[src/rtl/pulse_monitor_pkg.sv]
// Shared types and default constants for the pulse monitor.
//   state_e      : monitor FSM states
//   *_DEF        : default PERIOD / CBITS / LOCK_CNT parameter values
//   sat_inc8     : 8-bit saturating increment used by the fault counter
package pulse_monitor_pkg;

  typedef enum logic [1:0] {
    ST_IDLE    = 2'd0,
    ST_ACQUIRE = 2'd1,
    ST_LOCKED  = 2'd2
  } state_e;

  localparam int unsigned PERIOD_DEF   = 22501;
  localparam int unsigned CBITS_DEF    = 15;
  localparam int unsigned LOCK_CNT_DEF = 4;

  function automatic logic [7:0] sat_inc8(input logic [7:0] v);
    return (v == 8'hFF) ? v : v + 8'd1;
  endfunction

endpackage

[src/rtl/pulse_gap_counter.sv]
// Gap counter between pulse events.
//   clk, rst   : clock, async active-high reset
//   clear      : re-anchor (cnt -> 0) on a pulse event, else increment/saturate
//   gap_short  : measured gap (cnt+1) would be below PERIOD
//   gap_exact  : measured gap (cnt+1) equals PERIOD
//   at_period  : cnt == PERIOD (pulse is overdue)
module pulse_gap_counter
  import pulse_monitor_pkg::*;
#(
  parameter int unsigned PERIOD = PERIOD_DEF,
  parameter int unsigned CBITS  = CBITS_DEF
) (
  input  logic clk,
  input  logic rst,
  input  logic clear,
  output logic gap_short,
  output logic gap_exact,
  output logic at_period
);

  localparam logic [CBITS-1:0] PER_C   = CBITS'(PERIOD);
  localparam logic [CBITS-1:0] PERM1_C = CBITS'(PERIOD - 1);
  localparam logic [CBITS-1:0] ONE_C   = CBITS'(1);
  localparam logic [CBITS-1:0] MAX_C   = '1;

  logic [CBITS-1:0] cnt_q, cnt_d;

  always_comb begin
    cnt_d = cnt_q;
    if (clear)               cnt_d = '0;
    else if (cnt_q != MAX_C) cnt_d = cnt_q + ONE_C;
  end

  always_ff @(posedge clk or posedge rst) begin
    if (rst) cnt_q <= '0;
    else     cnt_q <= cnt_d;
  end

  assign gap_short = (cnt_q < PERM1_C);
  assign gap_exact = (cnt_q == PERM1_C);
  assign at_period = (cnt_q == PER_C);

endmodule

[src/rtl/pulse_monitor.sv]
// Periodic pulse monitor: locks onto a pulse stream of period PERIOD and
// flags early, late and over-wide pulses.
//   clk, rst  : clock, async active-high reset
//   sig       : monitored pulse stream (nominally one cycle high)
//   clr       : synchronous clear of err and fault_cnt
//   locked    : high while locked onto the stream
//   err       : sticky, any fault seen while locked
//   early     : one-cycle, pulse before PERIOD
//   late      : one-cycle, pulse missing at PERIOD
//   wide      : one-cycle, sig high on two consecutive edges
//   fault_cnt : saturating count of edges carrying early/late/wide
module pulse_monitor
  import pulse_monitor_pkg::*;
#(
  parameter int unsigned PERIOD   = PERIOD_DEF,
  parameter int unsigned CBITS    = CBITS_DEF,
  parameter int unsigned LOCK_CNT = LOCK_CNT_DEF
) (
  input  logic       clk,
  input  logic       rst,
  input  logic       sig,
  input  logic       clr,
  output logic       locked,
  output logic       err,
  output logic       early,
  output logic       late,
  output logic       wide,
  output logic [7:0] fault_cnt
);

  localparam int unsigned     GBITS  = $clog2(LOCK_CNT + 1);
  localparam logic [GBITS-1:0] LOCK_C = GBITS'(LOCK_CNT);
  localparam logic [GBITS-1:0] GONE_C = GBITS'(1);

  state_e           state_q, state_d;
  logic [GBITS-1:0] good_q, good_d;
  logic             sig_q;
  logic             locked_q, locked_d;
  logic             err_q, err_d;
  logic             early_q, early_d;
  logic             late_q, late_d;
  logic             wide_q, wide_d;
  logic [7:0]       fault_q, fault_d;

  logic pulse_ev, wide_ev, any_ev;
  logic gap_short, gap_exact, at_period;

  assign pulse_ev = sig & ~sig_q;
  assign wide_ev  = sig & sig_q;

  pulse_gap_counter #(
    .PERIOD(PERIOD),
    .CBITS (CBITS)
  ) u_gap (
    .clk      (clk),
    .rst      (rst),
    .clear    (pulse_ev),
    .gap_short(gap_short),
    .gap_exact(gap_exact),
    .at_period(at_period)
  );

  always_comb begin
    state_d = state_q;
    good_d  = good_q;
    early_d = 1'b0;
    late_d  = 1'b0;
    wide_d  = 1'b0;
    case (state_q)
      ST_IDLE: begin
        if (pulse_ev) begin
          state_d = ST_ACQUIRE;
          good_d  = '0;
        end
      end
      ST_ACQUIRE, ST_LOCKED: begin
        if (pulse_ev) begin
          if (gap_short) begin
            early_d = 1'b1;
            good_d  = '0;
            state_d = ST_ACQUIRE;
          end else if (gap_exact) begin
            good_d = (good_q == LOCK_C) ? good_q : good_q + GONE_C;
            if (good_d == LOCK_C) state_d = ST_LOCKED;
          end else begin
            // Gap of PERIOD+1: overdue, but the pulse still serves as a fresh anchor.
            late_d  = 1'b1;
            good_d  = '0;
            state_d = ST_ACQUIRE;
          end
        end else if (at_period) begin
          late_d  = 1'b1;
          good_d  = '0;
          state_d = ST_IDLE;
        end
        if (wide_ev) begin
          wide_d = 1'b1;
          good_d = '0;
        end
      end
      default: begin
        state_d = ST_IDLE;
        good_d  = '0;
      end
    endcase
  end

  assign any_ev   = early_d | late_d | wide_d;
  assign locked_d = (state_d == ST_LOCKED);

  // Clear first, then let a same-edge event override it.
  always_comb begin
    err_d   = err_q;
    fault_d = fault_q;
    if (clr) begin
      err_d   = 1'b0;
      fault_d = '0;
    end
    if (any_ev) fault_d = sat_inc8(fault_d);
    if (any_ev && (state_q == ST_LOCKED)) err_d = 1'b1;
  end

  always_ff @(posedge clk or posedge rst) begin
    if (rst) begin
      state_q  <= ST_IDLE;
      good_q   <= '0;
      sig_q    <= 1'b0;
      locked_q <= 1'b0;
      err_q    <= 1'b0;
      early_q  <= 1'b0;
      late_q   <= 1'b0;
      wide_q   <= 1'b0;
      fault_q  <= '0;
    end else begin
      state_q  <= state_d;
      good_q   <= good_d;
      sig_q    <= sig;
      locked_q <= locked_d;
      err_q    <= err_d;
      early_q  <= early_d;
      late_q   <= late_d;
      wide_q   <= wide_d;
      fault_q  <= fault_d;
    end
  end

  assign locked    = locked_q;
  assign err       = err_q;
  assign early     = early_q;
  assign late      = late_q;
  assign wide      = wide_q;
  assign fault_cnt = fault_q;

endmodule

[config.mk]
export PLATFORM = sky130hd
export DESIGN_NAME = pulse_monitor
export DESIGN_NICKNAME = d
export VERILOG_FILES = /design/src/rtl/pulse_monitor_pkg.sv /design/src/rtl/pulse_gap_counter.sv /design/src/rtl/pulse_monitor.sv
export SDC_FILE = /design/constraint.sdc
export NUM_CORES = 1
export LEC_CHECK = 0
export ABC_CLOCK_PERIOD_IN_PS = 4400
export CAP_MARGIN = 0
export CORE_ASPECT_RATIO = 1.2
export CORE_MARGIN = 2
export CORE_UTILIZATION = 60
export DETAILED_ROUTE_END_ITERATION = 7
export PLACE_DENSITY_LB_ADDON = 0.05
export SYNTH_ARGS = -nofsm -noshare
export SYNTH_HDL_FRONTEND = slang
export SYNTH_SLANG_ARGS = --single-unit
[constraint.sdc]
create_clock -name clk -period 4.4 [get_ports clk]
set_input_delay 0.44 -clock clk [delete_from_list [all_inputs] [get_ports clk]]
set_output_delay 0.44 -clock clk [all_outputs]
set_load 0.05 [all_outputs]
==> reports/results.tsv <==
metric	value	unit
clkTransAtPathRegs	0.10	ns
status	completed	
vias	1670	
ys_top_cells_by_count	dfrtp_1, nor2_1, inv_1	
synth.top_cell.area_share	42.96	%
grt_max_degree	35	
finalSetupTns	0	ns
synth_most_common_cell	dfrtp_1	
cts_hold_buf	0	
endpoint_kind	flip-flop	
synth_edf_count	0	
overflow	0	
slew_headroom	37.90	%
cp_top_family	simple AND/OR/NAND/NOR gates	
rsz0062_at_grt	no	
netlist_area	0.001981	sq mm
vias_per_cell	6.302	
p_per_area	336.3	mW/mm^2
antenna_found_initial	0	
numClockSinks	34	
ys_seq_area_share	42.96	%
holdWs	0.4995	ns
required	4.62	ns
cp.buffers_inverters	0	
startpoint_type	flip-flop	
ant_nets	0	
skew	0.009618	ns
cts_max_path_buffers	2	
fin_crit_sh	54.77	%
dp_hpwl	3066	um
yosysWarnings	0	
core	0.003110	sq mm
area_growth_syn_to_layout	12.82	%
grt_usage	24.94	%
nets	242	
total_leakage_power	0.9784	nW
cts_tree	done	
max_stage_delay	0.58	ns
post_drt_wl_per_cell	15.95	um
rows	22	
finalHoldViolCount	0	
portBuffers	16	
drc_errors	0	
dieArea	0.003779	sq mm
min_path_type	in -> async	
syn-instance-count	207	
synth_cell_types	50	
grt_pass1_vias	1664	
grt_pass1_wl	7272	um
gp_congestion	0.8528	
dieWidth	56.45	um
worst_slack	1.990	ns
cts-buffers-inserted	5	
synth_fp_nets	220	
initial_core_util	63.68	%
fillCellCount	237	
place_area	0.002190	sq mm
ys_ff_latch	34	
path_class	reg -> reg	
yosys_most_used_dff	dfrtp_1	
min_period	2.410	ns
setup_viol_count_final	0	
htree_levels	2	
clkLatencyLatePin	0.34	ns
dp_slack	1.740	ns
layout-drive-gt1-share	6.987	%
crit_chain	or4b_4, nor4_4, a21oi_2, nor4_1, mux2_2	
cts_resized	0	
ir_drop	0.2381	mV
n_antenna_cell	0	
drt_wl_total	4226	um
synth.area.top_cells	dfrtp_1, ha_1, nor2_1	
max_freq	415.0	MHz
syn_area_per_cell	9.568	sq um
die_h	66.94	um
drt_iter0_drc	73	
synth_top_area_cell	dfrtp_1	
tightestPinTransition	0.9195	ns
first_pass_iters	4	
crit_fanout	6	
final_cell_area	0.002235	sq mm
crit_arrival	2.63	ns
num_io_pins	17	
root_buffer	clkbuf_4	
drv_cap	0	
crit_slowest_cell	or4b_4	
post_cts_buffers	0	
async_flop_share	100.0	%
final_max_slew_viol_count	0	
-- worst register-to-register path, delay by kind of cell (launching register included) --
family,cells,cell delay (ns)
multiplexers,1,0.37
AND/OR/NAND/NOR,3,1.30
flip-flops,1,0.45
AO/OA/AOI/OAI,1,0.19
-- where the power goes --
part           total (W)  switching (W)  leakage, nW  internal, W
clock network   0.000158      0.0000976       0.0254    0.0000602
registers       0.000370      0.0000309        0.463     0.000340
logic           0.000223       0.000145        0.490    0.0000786
total           0.000752       0.000273        0.978     0.000478
-- layout make-up --
| cell class | instances | area, sq um | area share (%) |
|---|---|---|---|
| repair buffers | 18 | 175.2 | 7.839 |
| multi-input cells | 155 | 1062 | 47.54 |
| well taps | 36 | 45.04 | 2.016 |
| flip-flops and latches | 34 | 850.8 | 38.07 |
| inverters | 15 | 56.30 | 2.520 |
| clock buffers | 7 | 45.04 | 2.016 |
-- sequential cells by signal, indices dropped and copies added (netlist names) --
register and count:
u_gap.cnt_q 15, fault_cnt 8, good_q 3, state_q 2, early 1, err 1
late 1, locked 1, sig_q 1, wide 1
-- layer usage --
metal	vias up	track usage (%)	routed length [um]
met2	48	43.90	2114
met4	0	12.20	99
li1	799	-	-
met5	-	0	0
met1	811	27.86	1843
met3	12	6.408	168
-- cells in the final DEF (no fill, tap or decap), drive strengths merged, types with 2 or more instances in the layout --
master	count
a211oi	4
a21oi	10
a311oi	2
a31oi	4
and2	5
and3	5
and4	2
buf	2
clkbuf	7
clkdlybuf4s50	16
dfrtp	34
ha	9
inv	15
mux2	2
mux2i	3
nand2	11
nand2b	4
nand3	5
nand4	10
nor2	21
nor2b	4
nor3	12
nor4	2
nor4b	2
o211ai	2
o21ai	6
or3	2
or4	2
xnor2	9
-- cells by family (layout without fill, tap and decap cells) --
group                      count (synthesis)  after routing  share of synthesized area, %
buffers and inverters                     18             40                         3.411
muxes                                      5              5                         2.843
adders and majority gates                  9              9                         5.686
DFF                                       34             34                         42.96
xor gates and xnor gates                   9              9                         3.980
AOI/OAI and AO/OA                         40             40                         13.96
and+or+nand+nor                           92             92                         27.16
-- through the flow --
| stage | total power (W) | instances | utilization, % |
|---|---|---|---|
| 2_1_floorplan | 0.0005316 | 207 | - |
| 3_3_place_gp | 0.0005868 | 258 | 70.39 |
| 3_5_place_dp | 0.0005980 | 258 | 70.39 |
| 4_1_cts | 0.0007576 | 265 | 71.84 |
| 5_1_grt | 0.0007863 | 265 | 71.84 |
| 6_report | 0.0007516 | 265 | 71.84 |
-- final timing paths --
check                                       startpoint                          end  slack, ns  cells after the start
max                        u_gap.cnt_q[11]$_DFFE_PP0P_       fault_cnt[3]$_DFF_PP0_       1.99                      5
min                                                rst  u_gap.cnt_q[11]$_DFFE_PP0P_       0.50                      3
max reg2reg                u_gap.cnt_q[11]$_DFFE_PP0P_       fault_cnt[3]$_DFF_PP0_       1.99                      5
min reg2reg                            err$_DFFE_PP0P_              err$_DFFE_PP0P_       0.52                      1
max in group asynchronous                          rst       fault_cnt[3]$_DFF_PP0_       3.59                      3
min in group clk                       err$_DFFE_PP0P_              err$_DFFE_PP0P_       0.52                      1
(Power assumes the default switching activity.)
